[config.mk]
export PLATFORM = sky130hd
export DESIGN_NAME = seg7_scan_ctrl
export DESIGN_NICKNAME = d
export VERILOG_FILES = /design/src/rtl/seg7_pkg.sv /design/src/rtl/seg7_hex_decode.sv /design/src/rtl/seg7_scan_ctrl.sv
export SDC_FILE = /design/constraint.sdc
export NUM_CORES = 1
export LEC_CHECK = 0
export CAP_MARGIN = 15
export CORE_MARGIN = 2
export CORE_UTILIZATION = 40
export DETAILED_ROUTE_END_ITERATION = 16
export PLACE_DENSITY = 0.7
export RECOVER_POWER = 50
export SYNTH_ARGS = -nofsm -noshare
export SYNTH_HDL_FRONTEND = slang
export SYNTH_SLANG_ARGS = --single-unit
[constraint.sdc]
create_clock -name clk -period 5.09 [get_ports clk]
set_clock_uncertainty 0.1 [all_clocks]
set_input_delay 1.018 -clock clk [delete_from_list [all_inputs] [get_ports clk]]
set_output_delay 1.018 -clock clk [all_outputs]
set_load 0.01 [all_outputs]
[src/rtl/seg7_pkg.sv]
// Shared seven-segment constants and the hex-to-segment lookup.
package seg7_pkg;

  // Active-high segment patterns {g,f,e,d,c,b,a}; index 15 first.
  localparam logic [15:0][6:0] SEG7_HEX = {
    7'h71, 7'h79, 7'h5E, 7'h39, 7'h7C, 7'h77, 7'h6F, 7'h7F,
    7'h07, 7'h7D, 7'h6D, 7'h66, 7'h4F, 7'h5B, 7'h06, 7'h3F
  };

  localparam logic [6:0] SEG_OFF   = 7'h00;
  localparam logic [6:0] SEG_BLANK = 7'h00;

  function automatic logic [6:0] hex7(input logic [3:0] nibble);
    return SEG7_HEX[nibble];
  endfunction

endpackage

[src/rtl/seg7_hex_decode.sv]
// Nibble to active-high segment pattern, with forced blanking.
module seg7_hex_decode
  import seg7_pkg::*;
(
  input  logic [3:0] nibble,
  input  logic       blank,
  output logic [6:0] seg_c
);

  assign seg_c = blank ? SEG_BLANK : hex7(nibble);

endmodule

[src/rtl/seg7_scan_ctrl.sv]
// Multiplexed seven-segment scanner stepped by the divider's toggle output;
// the display word is shadowed once per frame so a frame never tears.
module seg7_scan_ctrl
  import seg7_pkg::*;
#(
  parameter int unsigned DIGITS         = 4,
  parameter int unsigned IDX_W          = $clog2(DIGITS),
  parameter bit          AN_ACTIVE_LOW  = 1'b1,
  parameter bit          SEG_ACTIVE_LOW = 1'b1
) (
  input  logic                  clk,
  input  logic                  arst,
  input  logic                  tick_tgl,
  input  logic                  enable,
  input  logic [4*DIGITS-1:0]   value,
  input  logic [DIGITS-1:0]     dp,
  input  logic                  blank_lead,
  output logic [DIGITS-1:0]     an,
  output logic [6:0]            seg,
  output logic                  dp_out,
  output logic [IDX_W-1:0]      digit_idx,
  output logic                  frame_done
);

  localparam logic [DIGITS-1:0] AN_DARK  = AN_ACTIVE_LOW ? '1 : '0;
  localparam logic [6:0]        SEG_DARK = SEG_ACTIVE_LOW ? ~SEG_OFF : SEG_OFF;
  localparam logic              DP_DARK  = SEG_ACTIVE_LOW;
  localparam logic [IDX_W-1:0]  IDX_LAST = IDX_W'(DIGITS - 1);

  logic                  tick_d;
  logic [4*DIGITS-1:0]   sh_value;
  logic [DIGITS-1:0]     sh_dp;
  logic                  sh_blank;

  logic                  step, wrap;
  logic [IDX_W-1:0]      nxt_idx;
  logic [4*DIGITS-1:0]   nxt_value;
  logic [DIGITS-1:0]     nxt_dp;
  logic                  nxt_blank;
  logic [DIGITS-1:0]     sel, zero_run;
  logic                  run;
  logic [3:0]            cur_nib;
  logic                  cur_dp, cur_blank;
  logic [6:0]            dec_seg_c;

  // Next digit and the data it will show; on a wrap the fresh inputs are used.
  always_comb begin
    step      = tick_tgl ^ tick_d;
    wrap      = step && enable && (digit_idx == IDX_LAST);
    nxt_idx   = wrap ? '0 : digit_idx + IDX_W'(1);
    nxt_value = wrap ? value : sh_value;
    nxt_dp    = wrap ? dp : sh_dp;
    nxt_blank = wrap ? blank_lead : sh_blank;
    sel       = '0;
    zero_run  = '0;
    run       = 1'b1;
    cur_nib   = 4'h0;
    cur_dp    = 1'b0;
    cur_blank = 1'b0;
    // zero_run[i]: every nibble from the top down to i is zero
    for (int i = DIGITS - 1; i >= 0; i--) begin
      run         = run && (nxt_value[4*i +: 4] == 4'h0);
      zero_run[i] = run;
    end
    for (int i = 0; i < DIGITS; i++) begin
      sel[i] = (nxt_idx == IDX_W'(i));
      if (sel[i]) begin
        cur_nib   = nxt_value[4*i +: 4];
        cur_dp    = nxt_dp[i];
        cur_blank = nxt_blank && zero_run[i] && (i != 0);
      end
    end
  end

  seg7_hex_decode u_dec (
    .nibble (cur_nib),
    .blank  (cur_blank),
    .seg_c  (dec_seg_c)
  );

  always_ff @(posedge clk or posedge arst) begin
    if (arst) begin
      tick_d     <= 1'b0;
      digit_idx  <= IDX_LAST;
      an         <= AN_DARK;
      seg        <= SEG_DARK;
      dp_out     <= DP_DARK;
      frame_done <= 1'b0;
      sh_value   <= '0;
      sh_dp      <= '0;
      sh_blank   <= 1'b0;
    end else begin
      tick_d     <= tick_tgl;
      frame_done <= wrap;
      if (!enable) begin
        an     <= AN_DARK;
        seg    <= SEG_DARK;
        dp_out <= DP_DARK;
      end else if (step) begin
        digit_idx <= nxt_idx;
        an        <= AN_ACTIVE_LOW ? ~sel : sel;
        seg       <= SEG_ACTIVE_LOW ? ~dec_seg_c : dec_seg_c;
        dp_out    <= cur_dp ^ SEG_ACTIVE_LOW;
        if (wrap) begin
          sh_value <= value;
          sh_dp    <= dp;
          sh_blank <= blank_lead;
        end
      end
    end
  end

endmodule
## After elaboration in Yosys (flattened, before gate mapping)

Memories as Yosys holds them, arrays and structs flattened.
Cells that the tools add are included.

| word-level totals | value |
|---|---|
| input bits | 25 |
| memories | 1 |
| word-level logic and storage cells | 56 |
| flip-flop bits (word level) | 37 |
| memory bits (read-only) | 112 |
| output and inout bits | 15 |

Memories:

| name | words | bits a word | rd ports | clocked after Yosys merged registers in | wr ports | RTL line | text |
|---|---|---|---|---|---|---|---|
| (no name shown) | 16 | 7 | 1 | 0 | 0 | seg7_pkg.sv:14 | `return SEG7_HEX[nibble];` |

| cells by class | value |
|---|---|
| bitwise operators | 4 |
| order comparisons | 1 |
| reductions and logical operators | 12 |
| muxes and demuxes | 23 |
| $add $sub $neg | 1 |
| equality and inequality tests | 5 |

Operators with widths:

| kind | count |
|---|---|
| $mux W4 | 7 |
| $mux W7 | 4 |
| $mux W16 | 1 |
| $logic_not A4 Y1 | 3 |
| $mux W1 | 10 |
| $logic_and A1 B1 Y1 | 7 |
| $not A7 Y7 | 1 |
| $eq A2 B2 Y1 const B | 3 |
| $lt A4 B5 Y1 const B | 1 |
| $not A4 Y4 | 1 |
| $add A2 B1 Y2 const B | 1 |
| $eq A2 B1 Y1 const B | 1 |
| $logic_not A2 Y1 | 1 |
| $mux W2 | 1 |
| $ne A2 B1 Y1 const B | 1 |
| $reduce_and A2 Y1 | 1 |
| $not A1 Y1 | 1 |
| $xor A1 B1 Y1 | 1 |

## Depth between registers and ports, before layout

Gate-level depths: netlist of run 1.

| logic depth | value |
|---|---|
| depth after elaboration | 15 |
| depth in mapped cells | 14 |
| mapped depth without buffers | 12 |

## Modules after synthesis

From an unflattened synthesis of run 1, not the netlist that was laid out.

| unflattened totals | value |
|---|---|
| cell total of the unflattened synthesis | 206 |
| area, all modules | 2105.8 um^2 |

By module, submodules not included:

| module | cells each | seq. area each (um^2) | area an instance (um^2) | times used |
|---|---|---|---|---|
| seg7_scan_ctrl | 173 | 943.4 | 1836.8 | 1 |
| seg7_hex_decode | 33 | 0.0 | 269.0 | 1 |

## Least setup slack after synthesis of run 1

OpenSTA, ideal clock, no wires.

| timing | value |
|---|---|
| kind | in2reg |
| start | in tick_tgl |
| end | reg seg[1] |
| buffers on the path | 0 |
| arrival | 3.040 ns |
| slack | 1.878 ns |
| required time | 4.918 ns |
| cell stages on the path | 11 |
| setup time | 0.072 ns |
| cells stage by stage | xor2_2 nand2_4 clkinv_2 a2111oi_2 o41ai_4 inv_1 ha_1 a211oi_1 nor4_1 a21bo_2 o21ai_1 |

| on the way | value |
|---|---|
| cells in the longest elaborated chain, start to end | 15 |
| elaborated cells between the ends (all ways) | 32 |
| those cells by class | eq/ne: 4; mux: 14; bitwise: 2; reduce/logical: 11; memory: 1 |

Ends and longest elaborated chain:

| what | RTL line | text |
|---|---|---|
| start, declared | seg7_scan_ctrl.sv:13 | `input logic tick_tgl,` |
| $xor A1 B1 Y1 (*) | seg7_scan_ctrl.sv:48 | `step = tick_tgl ^ tick_d;` |
| $logic_and A1 B1 Y1 (2 in series) | seg7_scan_ctrl.sv:49 | `wrap = step && enable && (digit_idx == IDX_LAST);` |
| $mux W2 / $mux W16 (equally long branches) | - |  |
| $logic_not A2 Y1 / $logic_not A4 Y1 (equally long branches) | seg7_scan_ctrl.sv:66, seg7_scan_ctrl.sv:62 |  |
| $mux W4 / $logic_and A1 B1 Y1 (equally long branches) (2 in series) | seg7_scan_ctrl.sv:67, seg7_scan_ctrl.sv:62 |  |
| $mux W4 / $logic_and A1 B1 Y1 (equally long branches) | seg7_scan_ctrl.sv:67, seg7_scan_ctrl.sv:70 |  |
| $mux W4 / $mux W1 (equally long branches) | seg7_scan_ctrl.sv:67 | `if (sel[i]) begin` |
| $mem_v2 Z16 W7 / $mux W1 (equally long branches) | - |  |
| $mux W7 (not written as such) / $mux W1 (equally long branches) | seg7_pkg.sv:14, seg7_scan_ctrl.sv:67 |  |
| $mux W7 | seg7_hex_decode.sv:10 | `assign seg_c = blank ? SEG_BLANK : hex7(nibble);` |
| $not A7 Y7 | seg7_scan_ctrl.sv:102 | `seg <= SEG_ACTIVE_LOW ? ~dec_seg_c : dec_seg_c;` |
| $mux W7 | seg7_scan_ctrl.sv:99 | `end else if (step) begin` |
| $mux W7 | seg7_scan_ctrl.sv:95 | `if (!enable) begin` |
| end signal, assigned | seg7_scan_ctrl.sv:102 |  |
| end, declared | seg7_scan_ctrl.sv:19 | `output logic [6:0] seg,` |

Every way passes the cells marked *; elsewhere a longest branch is shown, timed or not. The select of a mux whose other input is x is not followed.
A chain may end at the register's enable or synchronous reset.

## Final worst setup path of run 1

Ends and elaborated chain as after synthesis.

==> results_dict.tcl, run 1 <==
set metrics [dict create \
    fillers 506 \
    hold_path_class "reg -> reg" \
    ioPinCount 40 \
    reg2reg_depth 13 \
    cts-resized-gates 0 \
    arrival_ps 4300 \
    antenna_found_initial 0 \
    grt_max_degree 25 \
    dieHeight_um 79.4 \
    p_leak_nw 1.22 \
    tns_ps 0 \
    worstMarginPinSlew_ps 1170 \
    drive_above_1_share 0.145 \
    power_density_nw_per_um2 652 \
    antenna_left 0 \
    avgViaCountPerCell 5.53 \
    final_hold_viol_count 0 \
    cts_sinks 37 \
    ys_seq_area_frac 0.415 \
    clock_path_buffers 2 \
    crit_path_end_kind "flop" \
    cts_tree "yes" \
    netlist_area_um2 2270 \
    cap_violations 0 \
    dr.first_iter.drc_count 100 \
    initial_core_util 0.413 \
    final_common_cell "nand2_1" \
    die_w_um 79.4 \
    areaGrowthSynthToFinish_pct 25.4 \
    finalWirelength_um 5700 \
    synthCells 252 \
    finalMaxSlewViolations 0 \
    p_total_mw 1.86 \
    period_share 0.820 \
    port_buffers 39 \
    die-area_um2 6310 \
    hold_depth 2 \
    rows 27 \
    yosysWarnings 0 \
    place_congestion 0.885 \
    postCtsHoldBufs 0 \
    rsz0062_at_grt "false" \
    crit_type "in -> reg" \
    regArea_um2 943 \
    wire_per_inst_um 15.7 \
    drcViolationCount 0 \
    firstDrtPassIters 5 \
    grt_util_all_layers 0.192 \
    synth_cell_types 53 \
    grt_pass1_wl_um 9360 \
    vias 2003 \
    ys_ff_latch 37 \
    cp_max_fo 24 \
    core_um2 5510 \
    syn_avg_cell_area_um2 9.03 \
    post_cts.repair.setup_buffers 0 \
    diodes 0 \
    overflow 0 \
    fin_nets 324 \
    status "complete, no violations" \
    irDropWorstVdd_mv 0.320 \
    syn_nets 287 \
    clockRootBuffer "clkbuf_8" \
    slew_headroom 0.218 \
    max_freq_mhz 240 \
    min_period_ps 4170 \
    htree_levels 2 \
    multiInputGateArea_um2 1230 \
    grt_pass1_vias 1966 \
    clkSlewWorstSetupHoldPaths_ps 80 \
    final_cell_mix "60 x nand2_1, 33 x clkdlybuf4s50_1, 23 x dfrtp_1, 14 x nor2_1, 14 x dfstp_2" \
    setup_viol 0 \
    hpwl_um 4130 \
    final_util 0.518 \
    cts_buffers 5 \
    clk_latency_ps 290 \
    worst_setup_path_start_kind "input port" \
    worst_ep_required_time_ps 5220 \
]
report_power, final:
| group | internal [mW] | total [mW] | switching, mW |
|---|---|---|---|
| registers | 0.445 | 0.516 | 0.0712 |
| clock network | 0.195 | 0.306 | 0.111 |
| logic | 0.459 | 1.04 | 0.579 |
| total | 1.10 | 1.86 | 0.761 |
routing by layer:
| metal | vias up | track usage | part of all wire |
|---|---|---|---|
| met5 | - | 0 | 0 |
| met4 | 0 | 0.0707 | 0.013 |
| met3 | 6 | 0.0419 | 0.048 |
| met2 | 62 | 0.299 | 0.46 |
| met1 | 969 | 0.263 | 0.48 |
| li1 | 966 | - | - |
critical path, cell delays in order:
cell           delay (ps)
dlygate4sd3_1         630
xor2_2                420
nand2_4               300
clkinv_2              130
buf_4                 270
a211oi_1              140
a21oi_1               230
nand2_1               190
ha_1                  380
a211oi_1               70
nor4_1                210
a21bo_2               240
o21ai_1                70
cell usage after synthesis, drive strengths merged:
cell type	number	area, um2
nand2	61	236
dfrtp	23	576
dfstp	14	368
nor2	14	52.6
o21ai	13	65.1
inv	11	41.3
a21oi	10	50.1
ha	10	125
buf	9	43.8
nand3	7	40.0
a211oi	6	45.0
o32a	6	60.1
a221oi	4	41.3
and3	4	25.0
mux2	4	52.6
nor3	4	20.0
or4b	4	40.0
a31oi	3	18.8
clkbuf	3	11.3
o211ai	3	22.5
xnor2	3	26.3
a21bo	2	20.0
a21boi	2	15.0
a22oi	2	20.0
a2bb2oi	2	17.5
a41oi	2	17.5
and2	2	12.5
mux2i	2	20.0
nand2b	2	12.5
nand3b	2	15.0
nor3b	2	15.0
nor4	2	12.5
o21a	2	15.0
o22ai	2	12.5
or4	2	15.0
a2111oi	1	15.0
a31o	1	8.76
clkinv	1	5.00
nor2b	1	6.26
nor4b	1	8.76
o41ai	1	27.5
or3	1	6.26
xor2	1	16.3
area by class of cell:
class	count	area share
sequential	37	0.331
clock inverter	3	0.0228
timing repair buffer	42	0.143
inverter	12	0.0162
tap	72	0.0316
multi-input combinational	191	0.431
clock buffer	5	0.0241
worst paths after layout:
check / from / endpoint / slack, ps
worst min register to register: sh_dp[0]$_DFFE_PP0P_ / sh_dp[0]$_DFFE_PP0P_ / 380
min in group asynchronous: arst / sh_value[3]$_DFFE_PP0P_ / 1140
worst max-delay path: tick_tgl / seg[1]$_DFFE_PP1P_ / 920
worst max register to register: digit_idx[0]$_DFFE_PP1P_ / seg[1]$_DFFE_PP1P_ / 1480
max in group asynchronous: arst / tick_d$_DFF_PP0_ / 2250
worst min-delay path: sh_dp[0]$_DFFE_PP0P_ / sh_dp[0]$_DFFE_PP0P_ / 380
state kept, by name, summed over array words and instances (netlist names):
register and flops:
frame_done 1, seg 7, dp_out 1, digit_idx 2, sh_dp 4, an 4, tick_d 1, sh_value 16
sh_blank 1
cell families after synthesis:
kind of cell	Yosys count	share of synthesized area
AOI/OAI and AO/OA	62	0.207
xor gates and xnor gates	4	0.0187
adders and majority gates	10	0.0550
buffers and inverters	24	0.0446
DFF	37	0.415
muxes	6	0.0319
and+or+nand+nor	109	0.228
per-stage QoR:
step	worst slack [ps]	cells	cell area (um2)	hold WS [ps]
2_1_floorplan	1880	252	2270	337
3_3_place_gp	839	354	2720	352
3_5_place_dp	739	354	2720	361
4_1_cts	1030	362	2860	385
5_1_grt	674	362	2850	407
6_report	915	362	2850	381
(Power assumes the default switching activity.)
==> inputs of run 2 (changes only) <==
--- a/config.mk
+++ b/config.mk
@@ -9,7 +9,7 @@
 export CORE_MARGIN = 2
 export CORE_UTILIZATION = 40
 export DETAILED_ROUTE_END_ITERATION = 16
-export PLACE_DENSITY = 0.7
+export PLACE_DENSITY = 0.73
 export RECOVER_POWER = 50
 export SYNTH_ARGS = -nofsm -noshare
 export SYNTH_HDL_FRONTEND = slang
==> constraint.sdc (replaced) <==
create_clock -name clk -period 3.74 [get_ports clk]
set_clock_uncertainty 0.1 [all_clocks]
set_input_delay 0.748 -clock clk [delete_from_list [all_inputs] [get_ports clk]]
set_output_delay 0.748 -clock clk [all_outputs]
set_load 0.01 [all_outputs]
==> results_dict.tcl, run 2 (synthesis gave the netlist of run 1 again) <==
set metrics [dict create \
    holdWs_ps 378 \
    grt_pass1_wl_um 9900 \
    min_period_ps 3490 \
    topRoutingLayerUsed "met4" \
    tns_ps 0 \
    crit_type "in -> reg" \
    rsz0062_at_grt "false" \
    drive_above_1_share 0.164 \
    rows 27 \
    wl_met3_um 200 \
    antenna_left 0 \
    place_congestion 0.933 \
    setup_viol 0 \
    diodes 0 \
    postCtsHoldBufs 0 \
    worst_setup_path_start_kind "input port" \
    fillers 521 \
    antenna_found_initial 0 \
    final_hold_viol_count 0 \
    initial_core_util 0.413 \
    largest_reg_flops 16 \
    rr_endpoint "seg[3]$_DFFE_PP1P_" \
    met1Wirelength_um 2780 \
    largest-register "sh_value" \
    path_depth 11 \
    crit_path_max_incr_delay_ps 620 \
    firstDrtPassIters 4 \
    grt_max_degree 38 \
    dr_wl_met2_um 2780 \
    htree_levels 2 \
    cp-startpoint "tick_tgl" \
    hpwl_um 4350 \
    top_regs "sh_value x16, seg x7" \
    core_um2 5510 \
    cts_buffers 5 \
    crit_chain "dlygate4sd3_1, xnor2_1, o21ai_0, and3_1, o41ai_4, inv_1, ha_1, a211oi_1, nor4_1, a21bo_2, o21ai_1" \
    worst_ep_required_time_ps 3860 \
    final_common_cell "nand2_1" \
    intPower_mw 1.42 \
    final_cell_mix "60 x nand2_1, 36 x clkdlybuf4s50_1, 23 x dfrtp_1, 14 x nor2_1, 14 x dfstp_2" \
    clock_path_buffers 2 \
    hold_path_class "reg -> reg" \
    max_freq_mhz 286 \
    post_cts.repair.setup_buffers 0 \
    worstSetupEndpoint "seg[1]$_DFFE_PP1P_" \
    crit_path_top_delay_cell "dlygate4sd3_1" \
    fin_nets 333 \
    irDropWorstVdd_mv 0.356 \
    r2r_setup_slack_ps 630 \
    grt_pass1_vias 2043 \
    vias 2013 \
    place_inst 363 \
    switchingPower_mw 1.03 \
    cap_violations 1 \
    p_sw_frac 0.421 \
    dieHeight_um 79.4 \
    p_comb_frac 0.598 \
    drcViolationCount 0 \
    areaGrowthSynthToFinish_pct 26.5 \
    clk_latency_ps 290 \
    die_w_um 79.4 \
    violations "capacitance limit, slew limit" \
    power.share.clock 0.116 \
    cts-resized-gates 0 \
    hold_depth 2 \
    cp_max_fo 6 \
    port_buffers 39 \
    finalWirelength_um 5860 \
    path_delay_family "compound AO/OA/AOI/OAI gates" \
    status "finished, violations left" \
    power_density_nw_per_um2 855 \
    crit_path_end_kind "flop" \
    avgViaCountPerCell 5.43 \
    ioPinCount 40 \
    clkSlewWorstSetupHoldPaths_ps 70 \
    worstMarginPinSlew_ps 1990 \
    wire_per_inst_um 15.8 \
    p_leak_nw 1.25 \
    fin_cells 371 \
    arrival_ps 3610 \
    r2r-start "digit_idx[0]$_DFFE_PP1P_" \
    pwr-share-seq 0.286 \
    reg2reg_depth 12 \
    clockRootBuffer "clkbuf_8" \
    finalMaxSlewViolations 38 \
    critPathBufInv 2 \
    dr.first_iter.drc_count 138 \
    die-area_um2 6310 \
    cts_tree "yes" \
    cts_sinks 37 \
    overflow 0 \
    period_share 0.934 \
    slew_headroom -0.330 \
    grt_util_all_layers 0.203 \
]
## run 2: area by class of cell
cell class,instances,area [um2],share of cell area
clock buffers,8,90.1,0.0313
inverters,12,46.3,0.0161
multi-input cells,191,1230,0.428
flip-flops and latches,37,943,0.328
well taps,72,90.1,0.0313
repair buffers,51,477,0.166
## run 2: how the worst min path moves through the flow
stage                     slack (ps)                      end               startpoint
after floorplan                  340     sh_blank$_DFFE_PP0P_     sh_blank$_DFFE_PP0P_
after global placement           350     sh_dp[2]$_DFFE_PP0P_     sh_dp[2]$_DFFE_PP0P_
after detailed placement         360  sh_value[0]$_DFFE_PP0P_  sh_value[0]$_DFFE_PP0P_
after CTS                        380  sh_value[0]$_DFFE_PP0P_  sh_value[0]$_DFFE_PP0P_
after global routing             410     sh_dp[2]$_DFFE_PP0P_     sh_dp[2]$_DFFE_PP0P_
final                            380  sh_value[3]$_DFFE_PP0P_  sh_value[3]$_DFFE_PP0P_
## run 2: through the flow
| stage | area, um2 | util | setup slack [ps] | power, mW |
|---|---|---|---|---|
| after floorplan | 2270 | - | 764 | 1.71 |
| after global placement | 2790 | 0.507 | 174 | 2.14 |
| after detailed placement | 2790 | 0.507 | 67.1 | 2.16 |
| after CTS | 2880 | 0.523 | 358 | 2.45 |
| after global routing | 2880 | 0.522 | 125 | 2.66 |
| final | 2880 | 0.522 | 247 | 2.46 |
## run 2: metal layers
metal,up-vias,GRT usage
met2,44,0.330
met5,-,0
met4,0,0.0638
met1,972,0.272
met3,10,0.0407
li1,987,-
## run 2: worst register-to-register path, cell delays in order, from the launching register on
cell	delay (ps)
dfstp_2	570
inv_1	80
ha_1	460
nor3_1	230
o21ai_0	110
a211oi_1	300
a21oi_1	120
nand2_1	200
inv_1	80
ha_1	270
nand3_1	90
a21boi_0	90
o32a_1	330
## run 2: power groups by stage
stage	Clock (mW)	Combinational (mW)	Sequential, mW
6_report	0.286	1.47	0.702
5_1_grt	0.311	1.63	0.725
4_1_cts	0.292	1.46	0.703
3_5_place_dp	0	1.45	0.707
3_3_place_gp	0	1.43	0.704
2_1_floorplan	0	0.999	0.711
==> inputs of run 3 (changes only) <==
--- a/config.mk
+++ b/config.mk
@@ -5,11 +5,10 @@
 export SDC_FILE = /design/constraint.sdc
 export NUM_CORES = 1
 export LEC_CHECK = 0
-export CAP_MARGIN = 15
 export CORE_MARGIN = 2
 export CORE_UTILIZATION = 40
 export DETAILED_ROUTE_END_ITERATION = 16
-export PLACE_DENSITY = 0.73
+export PLACE_DENSITY = 0.7
 export RECOVER_POWER = 50
 export SYNTH_ARGS = -nofsm -noshare
 export SYNTH_HDL_FRONTEND = slang
==> constraint.sdc (replaced) <==
create_clock -name clk -period 4.1 [get_ports clk]
set_clock_uncertainty 0.1 [all_clocks]
set_input_delay 0.82 -clock clk [delete_from_list [all_inputs] [get_ports clk]]
set_output_delay 0.82 -clock clk [all_outputs]
set_load 0.01 [all_outputs]
==> results_dict.tcl, run 3 (synthesis gave the netlist of run 1 again) <==
set metrics [dict create \
    worst_ep_required_time_ps 4220 \
    dp_slack_ps 274 \
    final_util 0.518 \
    htree_levels 2 \
    crit_path_end_kind "flop" \
    largest-register "sh_value" \
    dr.first_iter.drc_count 82 \
    core_um2 5510 \
    cts_sinks 37 \
    met3_usage 0.0373 \
    crit_chain "dlygate4sd3_1, and2_0, nand2_4, mux2_4, o32a_1, nand2_1, inv_1, ha_1, nand3_1, a21boi_0, o32a_1" \
    worst_setup_path_start_kind "input port" \
    violations "capacitance limit, slew limit" \
    die_w_um 79.4 \
    diodes 0 \
    max_freq_mhz 270 \
    overflow 0 \
    top_regs "sh_value x16, seg x7" \
    cpMostUsedCell "o32a_1" \
    hpwl_um 4330 \
    firstDrtPassIters 4 \
    final_cell_mix "60 x nand2_1, 35 x clkdlybuf4s50_1, 23 x dfrtp_1, 14 x nor2_1, 14 x dfstp_2" \
    rows 27 \
    antenna_found_initial 0 \
    ioPinCount 40 \
    wire_per_inst_um 15.9 \
    cts_buffers 5 \
    crit_path_max_incr_delay_ps 680 \
    antenna_left 0 \
    period_share 0.903 \
    power_density_nw_per_um2 784 \
    place_congestion 0.931 \
    slew_headroom -0.334 \
    final_hold_viol_count 0 \
    grt_max_degree 38 \
    place_area_um2 2770 \
    post_cts.repair.setup_buffers 0 \
    grt_util_all_layers 0.204 \
    largest_reg_flops 16 \
    final_common_cell "nand2_1" \
    finalWirelength_um 5840 \
    fin_area_um2 2850 \
    grt_pass1_vias 2001 \
    rsz0062_at_grt "false" \
    grt_pass1_wl_um 9900 \
    r2r_setup_slack_ps 730 \
    initial_core_util 0.413 \
    clock_path_buffers 2 \
    cts_tree "yes" \
    min_period_ps 3700 \
    cts-resized-gates 0 \
    clkSlewWorstSetupHoldPaths_ps 80 \
    crit_path_top_delay_cell "dlygate4sd3_1" \
    vias 2023 \
    drcViolationCount 0 \
    p_leak_nw 1.23 \
    grt.busiest_layer "met2" \
    holdWs_ps 380 \
    met1_usage 0.269 \
    crit_type "in -> reg" \
    grt.met2_usage 0.342 \
    finalMaxSlewViolations 38 \
    avgViaCountPerCell 5.50 \
    setup_viol 0 \
    p_total_mw 2.24 \
    postCtsHoldBufs 0 \
    port_buffers 39 \
    fin_cells 368 \
    irDropWorstVdd_mv 0.395 \
    tns_ps 0 \
    hold_path_class "reg -> reg" \
    areaGrowthSynthToFinish_pct 25.3 \
    worstMarginPinSlew_ps 2000 \
    cp_max_fo 14 \
    place_inst 360 \
    fin_nets 330 \
    dieHeight_um 79.4 \
    clockRootBuffer "clkbuf_8" \
    status "finished, violations left" \
    clk_latency_ps 290 \
    finalWorstSetupSlack_ps 398 \
    drive_above_1_share 0.159 \
    die-area_um2 6310 \
    arrival_ps 3820 \
    cap_violations 1 \
]
run 3: cell types whose count changed in the layout (fill, tap and decap cells not counted):
cell             before  now
clkinv_2              1    2
clkbuf_8              6    5
clkbuf_1              3    2
clkinvlp_4            0    1
and2_1                2    1
and2_0                0    1
clkdlybuf4s50_1      36   35
buf_4                11    7
dlygate4sd3_1         3    4
inv_6                 0    1
run 3: critical path, delay by kind of cell:
| family | cells | cell delay, ps |
|---|---|---|
| adder cells (fa/ha/maj) | 1 | 280 |
| AND/OR/NAND/NOR | 4 | 840 |
| buffers and inverters | 2 | 770 |
| multiplexers | 1 | 340 |
| AO/OA/AOI/OAI | 3 | 760 |
run 3: final cells by class:
class,instances,area [um2]
Clock buffer,5,68.8
Sequential cell,37,943
Fill cell,539,2660
Tap cell,72,90.1
Clock inverter,3,21.3
Inverter,12,46.3
Timing Repair Buffer,48,450
Multi-Input combinational cell,191,1230
run 3: power breakdown:
group	internal, mW	leakage [nW]	switching, mW	total, mW
combinational	0.593	0.752	0.736	1.33
sequential	0.552	0.434	0.0861	0.638
clock	0.121	0.0445	0.148	0.269
run 3: final timing paths:
check,end,cells past startpoint,start
max,seg[3]$_DFFE_PP1P_,11,enable
min,sh_blank$_DFFE_PP0P_,2,sh_blank$_DFFE_PP0P_
max reg2reg,seg[3]$_DFFE_PP1P_,12,digit_idx[0]$_DFFE_PP1P_
min reg2reg,sh_blank$_DFFE_PP0P_,2,sh_blank$_DFFE_PP0P_
max in group asynchronous,sh_value[12]$_DFFE_PP0P_,3,arst
min in group asynchronous,sh_dp[1]$_DFFE_PP0P_,3,arst
run 3: layer usage:
metal  share of wire  vias up
met5               0        -
met4          0.0075        0
met3           0.058        6
met2            0.48       63
met1            0.46      976
li1                -      978
